===== src/rtl/mod_swapchain.sv =====
// mod_swapchain: two-segment read selector with loop control.
// Switches segment on index wrap, system time or a gpio edge.
module mod_swapchain #(
  parameter int IdxWidth = 15
) (
  input  logic                CLK,
  input  logic                RST,
  input  logic                UPDATE_SETTINGS,
  input  logic                REQ_RD_SEGMENT,
  input  logic [15:0]         REP,
  input  logic [7:0]          TRANSITION_MODE,
  input  logic [63:0]         TRANSITION_VALUE,
  input  logic [63:0]         SYS_TIME,
  input  logic [3:0]          GPIO_IN,
  input  logic [IdxWidth-1:0] IDX0,
  input  logic [IdxWidth-1:0] IDX1,
  output logic                SEGMENT,
  output logic                STOP
);

  localparam logic [1:0] ST_WAIT = 2'd0;
  localparam logic [1:0] ST_FIN  = 2'd1;
  localparam logic [1:0] ST_INF  = 2'd2;

  localparam logic [7:0] MD_SYNC = 8'h00;
  localparam logic [7:0] MD_TIME = 8'h01;
  localparam logic [7:0] MD_GPIO = 8'h02;
  localparam logic [7:0] MD_EXT  = 8'hF0;

  localparam logic [15:0] REP_INF = 16'hFFFF;

  logic [1:0]          r_state;
  logic [1:0]          w_state_nxt;
  logic                r_req_seg;
  logic [15:0]         r_rep;
  logic [7:0]          r_mode;
  logic [63:0]         r_tval;
  logic [1:0]          r_gsel;
  logic                r_gpio_prev;
  logic [IdxWidth-1:0] r_idx0_prev;
  logic [IdxWidth-1:0] r_idx1_prev;
  logic [15:0]         r_cnt;

  logic        w_wrap0;
  logic        w_wrap1;
  logic        w_wrap_req;
  logic        w_wrap_act;
  logic [1:0]  w_gsel_nxt;
  logic        w_gpio_rise;
  logic        w_trig;
  logic        w_same_seg;
  logic [16:0] w_cnt_inc;
  logic        w_hit;
  logic        w_seg_nxt;
  logic        w_stop_nxt;
  logic [15:0] w_cnt_nxt;

  assign w_wrap0     = (r_idx0_prev != '0) && (IDX0 == '0);
  assign w_wrap1     = (r_idx1_prev != '0) && (IDX1 == '0);
  assign w_wrap_req  = r_req_seg ? w_wrap1 : w_wrap0;
  assign w_wrap_act  = SEGMENT ? w_wrap1 : w_wrap0;
  assign w_gsel_nxt  = UPDATE_SETTINGS ? TRANSITION_VALUE[1:0] : r_gsel;
  assign w_gpio_rise = GPIO_IN[r_gsel] & ~r_gpio_prev;
  assign w_same_seg  = (REQ_RD_SEGMENT == SEGMENT);
  assign w_cnt_inc   = {1'b0, r_cnt} + 17'd1;
  assign w_hit       = (w_cnt_inc >= {1'b0, r_rep});

  // Select the pending-transition trigger for the latched mode
  always_comb begin
    w_trig = w_wrap_req;
    unique case (r_mode)
      MD_TIME: w_trig = (SYS_TIME >= r_tval);
      MD_GPIO: w_trig = w_gpio_rise;
      MD_SYNC: w_trig = w_wrap_req;
      MD_EXT:  w_trig = w_wrap_req;
      default: w_trig = w_wrap_req;
    endcase
  end

  // State register
  always_ff @(posedge CLK or posedge RST) begin
    if (RST) r_state <= ST_INF;
    else     r_state <= w_state_nxt;
  end

  // Next-state logic; a new request always wins over a wrap
  always_comb begin
    w_state_nxt = r_state;
    if (UPDATE_SETTINGS) begin
      if (!w_same_seg)         w_state_nxt = ST_WAIT;
      else if (REP == REP_INF) w_state_nxt = ST_INF;
      else                     w_state_nxt = ST_FIN;
    end else if (r_state == ST_WAIT && w_trig) begin
      w_state_nxt = (r_rep == REP_INF) ? ST_INF : ST_FIN;
    end
  end

  // Next values of segment, stop flag and loop counter
  always_comb begin
    w_seg_nxt  = SEGMENT;
    w_stop_nxt = STOP;
    w_cnt_nxt  = r_cnt;
    if (UPDATE_SETTINGS) begin
      w_stop_nxt = 1'b0;
      w_cnt_nxt  = 16'd0;
    end else begin
      case (r_state)
        ST_WAIT: begin
          if (w_trig) begin
            w_seg_nxt  = ~SEGMENT;
            w_stop_nxt = 1'b0;
            w_cnt_nxt  = 16'd0;
          end
        end
        ST_FIN: begin
          if (w_wrap_act && !STOP) begin
            w_cnt_nxt = w_cnt_inc[15:0];
            if (w_hit) w_stop_nxt = 1'b1;
          end
        end
        ST_INF: begin
          if (r_mode == MD_EXT && w_wrap_act)
            w_seg_nxt = ~SEGMENT;
        end
        default: w_seg_nxt = SEGMENT;
      endcase
    end
  end

  // Output and counter registers
  always_ff @(posedge CLK or posedge RST) begin
    if (RST) begin
      SEGMENT <= 1'b0;
      STOP    <= 1'b0;
      r_cnt   <= 16'd0;
    end else begin
      SEGMENT <= w_seg_nxt;
      STOP    <= w_stop_nxt;
      r_cnt   <= w_cnt_nxt;
    end
  end

  // Latch request settings and track previous index / pin levels
  always_ff @(posedge CLK or posedge RST) begin
    if (RST) begin
      r_req_seg   <= 1'b0;
      r_rep       <= REP_INF;
      r_mode      <= MD_SYNC;
      r_tval      <= 64'd0;
      r_gsel      <= 2'd0;
      r_gpio_prev <= 1'b0;
      r_idx0_prev <= '0;
      r_idx1_prev <= '0;
    end else begin
      if (UPDATE_SETTINGS) begin
        r_req_seg <= REQ_RD_SEGMENT;
        r_rep     <= REP;
        r_mode    <= TRANSITION_MODE;
        r_tval    <= TRANSITION_VALUE;
        r_gsel    <= TRANSITION_VALUE[1:0];
      end
      r_gpio_prev <= GPIO_IN[w_gsel_nxt];
      r_idx0_prev <= IDX0;
      r_idx1_prev <= IDX1;
    end
  end

endmodule


===== config.mk =====
export PLATFORM = sky130hd
export DESIGN_NAME = mod_swapchain
export DESIGN_NICKNAME = d
export VERILOG_FILES = /design/src/rtl/mod_swapchain.sv
export SDC_FILE = /design/constraint.sdc
export NUM_CORES = 1
export LEC_CHECK = 0
export BUFFER_PORTS_ARGS = -buffer_cell sky130_fd_sc_hd__buf_2
export CORE_MARGIN = 2
export CORE_UTILIZATION = 60
export CTS_BUF_LIST = sky130_fd_sc_hd__clkbuf_4 sky130_fd_sc_hd__clkbuf_8
export DETAILED_ROUTE_END_ITERATION = 16
export GPL_ROUTABILITY_DRIVEN = 0
export MAX_ROUTING_LAYER = met4
export PLACE_DENSITY = 0.85
export SLEW_MARGIN = 20
export SYNTH_ARGS = -nofsm -noshare
export SYNTH_HDL_FRONTEND = slang
export SYNTH_SLANG_ARGS = --single-unit

===== constraint.sdc =====
create_clock -name CLK -period 12 [get_ports CLK]
set_clock_uncertainty 0.15 [all_clocks]
set_input_delay 1.2 -clock CLK [delete_from_list [all_inputs] [get_ports CLK]]
set_output_delay 1.2 -clock CLK [all_outputs]
set_load 0.03 [all_outputs]

# Yosys cells after proc, flatten, opt, wreduce, memory -nomap -nowiden
# Cells that the tools add are included.
[op_classes]
n_addsub = 1
bitwise_logic = 4
order_cmp = 4
n_reduce_logical = 17
shift = 0
div_mod_pow = 0
multipliers = 0
muxes = 25
eq_ne = 13
[op_table]
columns = ["cell", "count"]
rows = [
  ["$ge A64 B64 Y1", 1],
  ["$mux W16", 3],
  ["$eq A16 B16 Y1 const B", 2],
  ["$pmux W16 S2", 1],
  ["$logic_not A15 Y1", 2],
  ["$reduce_bool A15 Y1", 2],
  ["$add A16 B1 Y17 const B", 1],
  ["$ge A17 B16 Y1", 1],
  ["$mux W2", 6],
  ["$mux W1", 10],
  ["$ne A3 B3 Y1 const B", 3],
  ["$eq A8 B1 Y1 const B", 1],
  ["$eq A8 B2 Y1 const B", 1],
  ["$eq A8 B8 Y1 const B", 1],
  ["$reduce_and A4 Y1", 2],
  ["$lt A2 B3 Y1 const B", 2],
  ["$pmux W1 S2", 3],
  ["$logic_and A1 B1 Y1", 5],
  ["$bmux W1 S2", 2],
  ["$ne A2 B2 Y1 const B", 2],
  ["$reduce_bool A2 Y1", 2],
  ["$not A1 Y1", 3],
  ["$reduce_and A3 Y1", 1],
  ["$reduce_bool A3 Y1", 1],
  ["other kinds (6)", 6],
]
[word_totals]
inputBits = 190
latchBits = 0
mem_bits_rw = 0
rom_bits = 0
register_bits = 142
mem_count = 0
wordCells = 76

# Logic depth before layout (Yosys ltp)
[logic_depth]
depth_word = 7
mapped_depth = 13
mapped_depth_nobuf = 13

# Least setup slack after synthesis
# OpenSTA, ideal clock, no wires.
[synth_path]
path_kind = "input port to flip-flop"
start = "input port SYS_TIME[45]"
end = "register r_cnt[0]"
slack_ns = 8.677
arrival_ns = 3.048
path_buffers = 1
stages = 9
setup_time_ns = 0.125
cell_sequence = "ha_1 nand4_2 or4_4 nor3_2 nor2_1 o21ai_2 a211oi_4 buf_6 mux2_4"
[synth_between]
elab_chain_cells = 4
[synth_lines]
columns = ["element", "line", "text"]
rows = [
  ["from (decl)", "13", "input logic [63:0] SYS_TIME,"],
  ["$ge A64 B64 Y1", "72", "MD_TIME: w_trig = (SYS_TIME >= r_tval);"],
  ["$pmux W1 S2", "71", "unique case (r_mode)"],
  ["$ne A3 B3 Y1 (no line)", "n/a", ""],
  ["$reduce_and A3 Y1 (no line)", "n/a", ""],
  ["to (signal assigned)", "139", "r_cnt <= w_cnt_nxt;"],
  ["to (decl)", "42", "logic [15:0] r_cnt;"],
]
# Every way passes these cells.
# A chain may end at the register's enable or synchronous reset.

# Worst setup path in the final report
[layout_path]
start = "input port SYS_TIME[1]"
end = "register r_cnt[7]"
# Same word-level chain as after synthesis.

==> flow_summary.json <==
{
  "critPathLaunchType": "primary input",
  "max_slew_margin": 0.3462,
  "tightestPinTransition_ns": 0.9806,
  "met1_usage": 0.3464,
  "cp.required_ns": 12.23,
  "crit_type": "in -> reg",
  "syn_avg_cell_area_sq_um": 9.735,
  "htreeDepth": 4,
  "finalCritPeriodShare": 0.2791,
  "postCtsSetupRepairBufs": 0,
  "area_growth_pct": 20.40,
  "syn-instance-count": 785,
  "cts_buffers": 17,
  "grt_usage": 0.2736,
  "hold_viol_final": 0,
  "die_height_microns": 116.9,
  "drive_gt1_frac": 0.2806,
  "cp_max_fo": 16,
  "fmax_mhz": 298.6,
  "setup_tns_ns": 0,
  "leakage_uw": 0.004695,
  "antenna_found_initial": 1,
  "start_util": 0.6106,
  "design_area_sq_mm": 0.009201,
  "finalSetupViolCount": 0,
  "syn_area_sq_mm": 0.007642,
  "crit_path_end_kind": "flip-flop",
  "cts_root_buf": "clkbuf_8",
  "yosys_register_bits": 142,
  "crit_arrival_ns": 3.58,
  "grt_pass1_vias": 6175,
  "wl_microns": 17180,
  "viasPerCell": 5.338,
  "grt_overflow": 0,
  "synth-seq-area-share": 0.4677,
  "route.detailed.wl_per_inst_microns": 14.81,
  "synth_top_area_share": 0.4093,
  "dpl.hpwl_microns": 13050,
  "grtUsageMet3": 0.07106,
  "maxCapViolations": 0,
  "post_cts_resized": 0,
  "die_area_sq_mm": 0.01366,
  "die_w_microns": 116.9,
  "grt_first_pass_wirelength_microns": 27970,
  "synth-async-reset-ratio": 1.000,
  "synth-edff-count": 0,
  "peakVddDrop_mv": 0.1023,
  "yosysMostFrequentCell": "dfrtp_1",
  "grt-busiest-layer": "met2",
  "vias": 6192,
  "initialDrtViolationCount": 566,
  "cts_max_path_buffers": 2,
  "powerDensity_mw_per_mm2": 124.1,
  "numPortBuffers": 191,
  "tritoncts": "yes",
  "clock_latency_ns": 0.45,
  "synth_flop_cell": "dfrtp_1",
  "synth.yosys.warnings": 0,
  "status": "completed",
  "grt_start_max_net_pins": 113,
  "post_dp_cell_area_sq_mm": 0.008735,
  "hold_buffers": 0,
  "slew_violations": 0,
  "clkSinkCount": 142,
  "synth_fp_nets": 1056,
  "ant_nets": 0,
  "ys_types": 57,
  "num_io_pins": 192,
  "dr.pass1.iters": 4,
  "yosys-top-cells-area": "dfrtp_1 (41%), ha_1 (13%), dfstp_2 (5.8%)",
  "use_met2": 0.4339,
  "cts.reportedPaths.clkPinSlew_ns": 0.08,
  "synthTopCellsByCount": "dfrtp_1 (125), nand2_1 (110), inv_1 (91), o21ai_0 (89), ha_1 (81)",
  "drc": 0,
  "period_needed_ns": 3.349,
  "hold_class": "reg -> reg",
  "rsz0062_at_grt": "false",
  "nNetsFinal": 1245,
  "synth_top_area_cell": "dfrtp_1",
  "coreArea_sq_mm": 0.01252,
  "rows": 41
}
## sequential cells by signal (all words and copies together) (netlist names)
register and cells:
SEGMENT 1, STOP 1, r_cnt 16, r_gpio_prev 1
r_gsel 2, r_idx0_prev 15, r_idx1_prev 15, r_mode 8
r_rep 16, r_req_seg 1, r_state 2, r_tval 64
## metrics by stage
stage,instances,setup WS (ns),utilization,hold WS (ns),total power [uW]
after global placement,1127,8.256,0.6978,0.3392,699.7
final,1160,8.651,0.7351,0.3585,1142
after global routing,1160,8.502,0.7351,0.3877,1201
after floorplan,785,6.869,-,0.3212,641.0
after CTS,1159,8.689,0.7349,0.3549,1150
after detailed placement,1127,8.203,0.6978,0.3441,707.7
## layout make-up
| class | count | area [sq um] |
|---|---|---|
| diodes | 1 | 2.502 |
| clock buffers | 22 | 277.8 |
| clock inverters | 10 | 186.4 |
| fillers | 963 | 3316 |
| inverters | 91 | 346.6 |
| multi-input cells | 529 | 3625 |
| flip-flops and latches | 142 | 3575 |
| well taps | 172 | 215.2 |
| repair buffers | 193 | 973.4 |
## final timing paths
path / slack [ns] / endpoint / startpoint / cells after the start
min: 0.36 / r_rep[8] / r_rep[8] / 2
min reg2reg: 0.36 / r_rep[8] / r_rep[8] / 2
max reg2reg: 8.81 / STOP / r_cnt[2] / 12
max: 8.65 / r_cnt[7] / SYS_TIME[1] / 10
max in group asynchronous: 9.77 / r_req_seg / RST / 3
min in group asynchronous: 0.74 / r_tval[35] / RST / 2
## worst max-delay path, stage by stage
cell and delay [ns]:
buf_2 0.10, ha_1 0.29, nor2b_1 0.13, o211a_1 0.21, o31ai_2 0.21, nand3_1 0.13, a311oi_2 0.23, o21ai_2 0.15
a211oi_4 0.65, a22o_1 0.27
## power by group
group | leakage (uW) | switching, uW | internal (uW)
Sequential | 0.00170 | 13.4 | 516
Clock | 0.000227 | 180 | 262
Combinational | 0.00276 | 97.4 | 73.6
## cell usage in the layout (no fill, tap or decap), types with 5 or more instances in the layout
cell and count:
dfrtp_1 125, xor2_1 8, nor4_1 12, buf_2 190, xnor2_1 7, nand4_1 25, nand3_1 20, a22o_1 8
nor3_1 15, mux2_2 10, nand2_1 110, clkbuf_8 18, nor4_2 5, and3_1 7, nor2_1 22, o21ai_0 89
nand2b_1 6, dfstp_2 17, mux2i_1 6, ha_1 81, bufinv_16 5, a211o_1 7, a21oi_1 35, inv_1 90
## kinds of logic after synthesis
| kind of cell | Yosys count | synth area share |
|---|---|---|
| xor gates and xnor gates | 15 | 0.01719 |
| adders and majority gates | 81 | 0.1326 |
| buffers and inverters | 114 | 0.05796 |
| muxes | 19 | 0.02898 |
| and+or+nand+nor | 240 | 0.1572 |
| DFF | 142 | 0.4677 |
| AOI/OAI and AO/OA | 174 | 0.1383 |
## per-layer routing
| metal | routed length, microns | part of all wire |
|---|---|---|
| met5 | 0 | 0 |
| met4 | 254 | 0.015 |
| met3 | 1066 | 0.062 |
| met2 | 8168 | 0.48 |
| met1 | 7693 | 0.45 |
Note: power is estimated with default switching activity, not from simulation.
